### src/rtl/rv_fetch_unit.sv
// RV32 fetch stage: owns the PC, issues 1-cycle-latency I-MEM reads, queues {instr, pc} toward decode.
// Fetch-to-fq_valid latency 2 cycles; a credit check stalls issue when the queue plus the in-flight read would overflow.
// Optional macro MISALIGN_TRAP_EN: a misaligned redirect enters a sticky FAULT state instead of being aligned.
module rv_fetch_unit #(
    parameter int              XLEN        = 32,
    parameter logic [XLEN-1:0] RESET_PC    = '0,
    parameter int              IMEM_AW     = 6,
    parameter int              FETCH_DEPTH = 4
) (
    input  logic                         clk,
    input  logic                         reset,
    output logic                         imem_req,
    output logic [IMEM_AW-1:0]           imem_addr,
    input  logic [31:0]                  imem_rdata,
    input  logic                         redir_valid,
    input  logic [XLEN-1:0]              redir_target,
    output logic                         fq_valid,
    input  logic                         fq_ready,
    output logic [31:0]                  fq_instr,
    output logic [XLEN-1:0]              fq_pc,
    output logic [$clog2(FETCH_DEPTH):0] fq_count,
    output logic                         fetch_fault
);
    localparam int PW = $clog2(FETCH_DEPTH);
    localparam int CW = PW + 1;
    localparam logic [CW:0] DEPTH_W = (CW+1)'(FETCH_DEPTH);

`ifdef MISALIGN_TRAP_EN
    typedef enum logic [1:0] {ST_BOOT = 2'd0, ST_RUN = 2'd1, ST_FAULT = 2'd2} state_t;
`else
    typedef enum logic [1:0] {ST_BOOT = 2'd0, ST_RUN = 2'd1} state_t;
`endif

    state_t          state_q, state_d;
    logic [XLEN-1:0] fetch_pc_q, fetch_pc_d;
    logic [XLEN-1:0] resp_pc_q, resp_pc_d;
    logic            inflight_q, inflight_d;
    logic [PW-1:0]   head_q, tail_q;
    logic [CW-1:0]   count_q;

    logic [31:0]     instr_mem [FETCH_DEPTH];
    logic [XLEN-1:0] pc_mem    [FETCH_DEPTH];

    logic            active, push, pop, flush, credit_ok;
    logic [CW:0]     occ;

`ifdef MISALIGN_TRAP_EN
    assign active      = (state_q != ST_FAULT);
    assign fetch_fault = (state_q == ST_FAULT);
`else
    logic unused_tgt_lsbs;
    assign unused_tgt_lsbs = |redir_target[1:0];
    assign active      = 1'b1;
    assign fetch_fault = 1'b0;
`endif

    assign fq_valid  = active && (count_q != '0);
    assign fq_count  = count_q;
    assign imem_addr = imem_req ? fetch_pc_q[IMEM_AW+1:2] : '0;

    // Slots committed by the end of this cycle: queued + response landing now - head leaving now.
    assign occ       = {1'b0, count_q} + (CW+1)'(inflight_q) - (CW+1)'(fq_valid && fq_ready);
    assign credit_ok = (occ < DEPTH_W);

    always_comb begin
        state_d    = state_q;
        fetch_pc_d = fetch_pc_q;
        resp_pc_d  = resp_pc_q;
        inflight_d = 1'b0;
        imem_req   = 1'b0;
        push       = 1'b0;
        pop        = 1'b0;
        flush      = 1'b0;
        if (state_q == ST_BOOT) begin
            state_d = ST_RUN;
        end
        if (active && redir_valid) begin
            flush      = 1'b1;
            fetch_pc_d = {redir_target[XLEN-1:2], 2'b00};
`ifdef MISALIGN_TRAP_EN
            if (redir_target[1:0] != 2'b00) begin
                fetch_pc_d = redir_target;
                state_d    = ST_FAULT;
            end
`endif
        end else if (active) begin
            push = inflight_q;
            pop  = fq_valid && fq_ready;
            if (state_q == ST_RUN && credit_ok) begin
                imem_req   = 1'b1;
                inflight_d = 1'b1;
                resp_pc_d  = fetch_pc_q;
                fetch_pc_d = fetch_pc_q + XLEN'(4);
            end
        end
    end

    always_ff @(posedge clk or posedge reset) begin
        if (reset) begin
            state_q    <= ST_BOOT;
            fetch_pc_q <= RESET_PC;
            resp_pc_q  <= '0;
            inflight_q <= 1'b0;
            head_q     <= '0;
            tail_q     <= '0;
            count_q    <= '0;
        end else begin
            state_q    <= state_d;
            fetch_pc_q <= fetch_pc_d;
            resp_pc_q  <= resp_pc_d;
            inflight_q <= inflight_d;
            if (flush) begin
                head_q  <= '0;
                tail_q  <= '0;
                count_q <= '0;
            end else begin
                if (push) tail_q <= tail_q + PW'(1);
                if (pop)  head_q <= head_q + PW'(1);
                count_q <= count_q + CW'(push) - CW'(pop);
            end
        end
    end

    always_ff @(posedge clk) begin
        if (push) begin
            instr_mem[tail_q] <= imem_rdata;
            pc_mem[tail_q]    <= resp_pc_q;
        end
    end

    // In FAULT the raw redirect target is exposed on fq_pc for the trap handler.
    always_comb begin
        fq_instr = '0;
        fq_pc    = '0;
        if (fq_valid) begin
            fq_instr = instr_mem[head_q];
            fq_pc    = pc_mem[head_q];
        end
`ifdef MISALIGN_TRAP_EN
        else if (state_q == ST_FAULT) begin
            fq_pc = fetch_pc_q;
        end
`endif
    end

endmodule
### config.mk
export PLATFORM = sky130hd
export DESIGN_NAME = rv_fetch_unit
export DESIGN_NICKNAME = d
export VERILOG_FILES = /design/src/rtl/rv_fetch_unit.sv
export SDC_FILE = /design/constraint.sdc
export NUM_CORES = 1
export LEC_CHECK = 0
export BUFFER_PORTS_ARGS = -buffer_cell sky130_fd_sc_hd__buf_4
export CORE_UTILIZATION = 50
export CTS_CLUSTER_SIZE = 16
export DETAILED_ROUTE_END_ITERATION = 6
export MAX_ROUTING_LAYER = met4
export PLACE_DENSITY_LB_ADDON = 0.05
export SLEW_MARGIN = 40
export SYNTH_ARGS = -nofsm -noshare
export SYNTH_HDL_FRONTEND = slang
export SYNTH_SLANG_ARGS = --single-unit
### constraint.sdc
create_clock -name clk -period 8.1 [get_ports clk]
set_input_delay 0.405 -clock clk [delete_from_list [all_inputs] [get_ports clk]]
set_output_delay 0.405 -clock clk [all_outputs]
set_load 0.05 [all_outputs]
## After elaboration in Yosys (flattened, before gate mapping)

Memories as Yosys holds them, arrays and structs flattened.
Index checks and enable logic that the tools add are counted.

- Flip-flop bits (word level): 73
- Bits in writable memories: 256
- Input port bits: 68
- Output and inout port bits: 76
- Logic and storage cells: 43
- Memories kept: 2

Memories:

| name | depth | width | read ports | clocked after memory_dff | wr ports | RTL line | text |
|---|---|---|---|---|---|---|---|
| instr_mem | 4 | 32 | 1 | 0 | 1 | 41 | `logic [31:0] instr_mem [FETCH_DEPTH];` |
| pc_mem | 4 | 32 | 1 | 0 | 1 | 42 | `logic [XLEN-1:0] pc_mem [FETCH_DEPTH];` |

- Add/subtract/negate cells: 7
- Order comparisons: 1
- Mux-type cells: 17
- Bitwise operators: 1
- Reduce and logical (&&, ||, !) cells: 8

Operators by type and width:

| operator | number |
|---|---|
| $mux W32 | 4 |
| $add A32 B3 Y32 const B | 1 |
| $mux W2 | 4 |
| $mux W1 | 7 |
| $mux W6 | 1 |
| $reduce_bool A2 Y1 | 3 |
| $add A2 B1 Y2 const B | 2 |
| $add A3 B1 Y4 | 1 |
| $lt A4 B3 Y1 const B | 1 |
| $sub A4 B1 Y4 | 1 |
| $add A3 B1 Y3 | 1 |
| $mux W3 | 1 |
| $reduce_bool A3 Y1 | 1 |
| $sub A3 B1 Y3 | 1 |
| $logic_and A1 B1 Y1 | 2 |
| $logic_not A2 Y1 | 1 |
| $reduce_and A2 Y1 | 1 |
| $not A1 Y1 | 1 |

## Depth between registers and ports, before layout

- Word-level depth: 8
- Depth in mapped cells: 11
- Gate-level depth less buffers: 10

## Worst setup path before layout

Ideal clock, no wire load.

- Path kind: register to output
- From: register count_q[1] (netlist: fq_count[1])
- To: output port imem_addr[5]
- Data arrival time: 3.572 ns
- Required time: 7.695 ns
- Setup slack: 4.123 ns
- Stages on the path, launching flop included: 10
- Buffers on the path: 1
- Cells stage by stage: dfrtp_1 > or3_1 > clkbuf_1 > nand2_1 > or2_2 > ha_1 > nor4b_1 > o221a_2 > nor2_1 > nor3_1

- Longest elaborated chain between the ends: 8
- Elaborated cells between the ends (all ways): 9
- Classes of those cells: 2 x add/sub; 1 x order compare; 3 x mux; 3 x reduce/logical

Ends and longest elaborated chain:

| element | RTL line | text |
|---|---|---|
| from (decl) | 39 | `logic [CW-1:0] count_q;` |
| from (signal assigned) | 119 | `count_q <= count_q + CW'(push) - CW'(pop);` |
| parallel branches: the longest is 2 deep, another holds $add A3 B1 Y4 | -- |  |
| $sub A4 B1 Y4 (*) | 62 | `assign occ = {1'b0, count_q} + (CW+1)'(inflight_q) - (CW+1)'(fq_valid && fq_ready);` |
| $lt A4 B3 Y1 (*) | 63 | `assign credit_ok = (occ < DEPTH_W);` |
| $logic_and A1 B1 Y1 (*) | 89 | `if (state_q == ST_RUN && credit_ok) begin` |
| $mux W1 (*) | 89 |  |
| $mux W1 (*) | 77 | `if (active && redir_valid) begin` |
| $mux W6 (*) | 59 | `assign imem_addr = imem_req ? fetch_pc_q[IMEM_AW+1:2] : '0;` |
| to (decl) | 13 | `output logic [IMEM_AW-1:0] imem_addr,` |

Every way passes the cells marked *.

## Worst setup path in the final report

- From: register count_q[2] (netlist: fq_count[2])
- To: output port imem_req

- Longest elaborated chain between the ends: 7
- Elaborated cells between the ends (all ways): 8
- Classes of those cells: 2 x add/sub; 1 x order compare; 2 x mux; 3 x reduce/logical

Ends and longest elaborated chain:

| element | RTL line | text |
|---|---|---|
| parallel branches: the longest is 2 deep, another holds $add A3 B1 Y4 | -- |  |
| $sub A4 B1 Y4 (*) | 62 |  |
| $lt A4 B3 Y1 (*) | 63 |  |
| $logic_and A1 B1 Y1 (*) | 89 |  |
| $mux W1 (*) | 89 |  |
| $mux W1 (*) | 77 |  |
| to (decl) | 12 | `output logic imem_req,` |

Marked as above.

==> flow_metrics.py <==
metrics = {
    "setup_path": {
        "crit_top_cell": "buf_4",
        "worstPathArrival_ps": 4590,
        "ff2ff_setup_slack_ps": 3780,
        "cp_max_fo": 65,
        "start_kind": "flop",
        "path_class": "flop to output port",
        "crit_chain": "or3_4 > nand2_1 > or2_2 > ha_1 > nor4b_1 > o221a_2 > nor2_1 > nor2_2 > buf_4 > buf_4",
        "cpLargestDelayFamily": "simple AND/OR/NAND/NOR gates",
        "cp.required_ps": 7700,
        "cpPeakStageDelay_ps": 640,
        "cp_num_buf_inv": 2,
        "cp_slowest_cell": "or3_4",
        "cp-end-kind": "output port",
    },
    "synth": {
        "syn_area_um2": 12900,
        "yosys.cell_types.count": 58,
        "synth_edf_count": 248,
        "ys_ff_latch": 317,
        "ys_seq_area_share_pct": 71.1,
        "synth-async-reset-ratio_pct": 21.8,
        "syn_area_per_cell_um2": 17.5,
        "ys.flop_type": "edfxtp_1",
        "synth_cells": 736,
        "yosysWarnings": 0,
    },
    "timing": {
        "period_share_pct": 61.7,
        "rsz0062_at_grt": "false",
        "setup_violations": 0,
        "tns_ps": 0,
        "finClkSkew_ps": 9.85,
        "tightest_slew_ps": 836,
        "max_freq_mhz": 200,
        "fin_crit_ps": 4990,
        "relSlewSlack_pct": 44.3,
        "whs_ps": 95.4,
        "hold_viol": 0,
        "slew_violations": 0,
    },
    "clock_tree": {
        "numClockSinks": 317,
        "cts_max_level": 2,
        "post_cts_resized": 0,
        "clock_latency_ps": 490,
        "hold_buffers": 0,
        "cts_root_buffer": "clkbuf_16",
        "cts_tree": "built",
        "cts.clk_slew.worst_paths_ps": 60,
        "cts_buffers": 34,
        "clock_path_buffers": 3,
        "postCtsSetupBuffers": 0,
    },
    "drt": {
        "drt_wl_total_mm": 25.7,
        "post_drt_via_cell_ratio": 5.65,
        "drc_errors": 0,
        "drtIter0Drc": 432,
        "num_vias": 7016,
        "ant_nets": 0,
        "first_pass_iters": 5,
        "wire_per_inst_um": 20.7,
    },
    "power": {
        "leakage_nw": 5.50,
        "power_mw": 5.45,
        "vdd_ir_drop_max_mv": 0.249,
        "p_per_area_nw_per_um2": 351,
    },
    "finish": {
        "fin_nets": 964,
        "drive_above_1_share_pct": 34.5,
        "syn2layout_area_growth_pct": 20.3,
        "diodes": 0,
        "multi_input_area_um2": 3540,
        "fin_util_pct": 61.5,
        "fill_cells": 1875,
        "seq_area_um2": 9180,
    },
    "global_routing": {
        "grt_pass1_vias": 7302,
        "grt_usage_pct": 20.9,
        "gr-total-overflow": 0,
        "grt_max_degree": 70,
        "antenna_found_initial": 0,
        "grt_pass1_wl_mm": 40.7,
    },
    "floorplanning": {
        "die_w_um": 163,
        "die_y_um": 163,
        "core_region_area_um2": 25300,
        "row_count": 58,
        "ios": 144,
        "die_area_um2": 26500,
        "initial_core_util_pct": 51.1,
    },
    "place": {
        "port_buffers": 138,
        "routabilityCongestion": 0.802,
        "hpwl_mm": 15.9,
    },
    "run": {
        "drv_cap": 0,
    },
    "outcome": {
        "status": "completed",
    },
    "min_path": {
        "holdCritPathClass": "input pin to async pin",
    },
}
## where the power goes
group	switching, mW	leakage, nW	internal (mW)	total, mW
logic	1.08	1.89	0.645	1.73
clock network	0.593	0.550	0.928	1.52
registers	0.185	3.05	2.01	2.20
## worst paths after layout
kind	start	endpoint	cells past startpoint
min in group clk	imem_rdata[10]	instr_mem[2][10]$_DFFE_PP_	1
max reg2reg	fq_count[2]$_DFF_PP0_	resp_pc_q[17]$_DFFE_PP0P_	10
min reg2reg	fetch_pc_q[28]$_DFFE_PP0P_	resp_pc_q[28]$_DFFE_PP0P_	1
min	reset	resp_pc_q[30]$_DFFE_PP0P_	3
max in group asynchronous	reset	head_q[0]$_DFFE_PP0P_	3
max	fq_count[2]$_DFF_PP0_	imem_req	10
## routing by layer
layer,wire [um],track usage [%]
met5,0,-
met4,480,5.52
met3,1220,3.23
met2,12600,33.1
met1,11400,28.7
## layout make-up
class,instances,share of cell area [%]
Timing Repair Buffer,150,7.86
Tap cell,330,2.66
Inverter,14,0.338
Clock buffer,48,6.47
Clock inverter,13,0.765
Multi-Input combinational cell,369,22.8
Sequential cell,317,59.1
## tightest hold or removal path, stage by stage
cell and delay (ps):
buf_4 120, inv_2 50, buf_6 500
## synthesized netlist by cell type, drive strengths merged, types with 8 or more instances
cell | count | share of area, %
ha | 9 | 0.87
o21ai | 15 | 0.58
mux4 | 62 | 11
nor2 | 30 | 0.87
edfxtp | 248 | 58
xor2 | 8 | 0.54
buf | 14 | 0.57
nand3 | 13 | 0.50
xnor2 | 8 | 0.54
dfrtp | 69 | 13
clkbuf | 24 | 0.71
and2 | 69 | 3.3
nand2 | 25 | 0.73
or3 | 10 | 0.48
mux2 | 33 | 2.9
nand4 | 9 | 0.48
inv | 13 | 0.38
a31oi | 12 | 0.58
## stage by stage
| stage | setup slack (ps) | cell area, um^2 | instances |
|---|---|---|---|
| after detailed placement | 3580 | 14400 | 1180 |
| after global routing | 2750 | 15500 | 1241 |
| final | 3110 | 15500 | 1241 |
| after CTS | 3000 | 15500 | 1241 |
| after floorplan | 4120 | 12900 | 738 |
| after global placement | 3300 | 14300 | 1173 |
## cell families (layout without fill, tap and decap cells)
group                    after synthesis  in the layout  share of synthesized area [%]
XOR/XNOR                              16             16                           1.09
AND/OR/NAND/NOR                      184            184                           7.97
other                                  2              4                         0.0582
buffers and inverters                 52            225                           1.69
AO/OA/AOI/OAI                         59             59                           3.33
flip-flops                           317            317                           71.1
multiplexers                          96             96                           13.8
adder cells (fa/ha/maj)               10             10                           1.03
## state kept, by name, indices dropped and copies added (netlist names)
register,count
instr_mem,128
pc_mem,120
fetch_pc_q,30
resp_pc_q,30
head_q,2
state_q,1
tail_q,2
inflight_q,1
fq_count,3
## placed cells by master, fill, tap and decap left out, drive strengths merged, types with 9 or more instances in the layout
cell type / count
clkinv: 9
ha: 9
mux2: 33
o21ai: 15
clkbuf: 48
nand2: 25
mux4: 62
nand4: 9
buf: 150
nand3: 13
edfxtp: 248
and2: 69
or3: 10
a31oi: 12
nor2: 30
dfrtp: 69
inv: 14
Note: power is estimated with default switching activity, not from simulation.
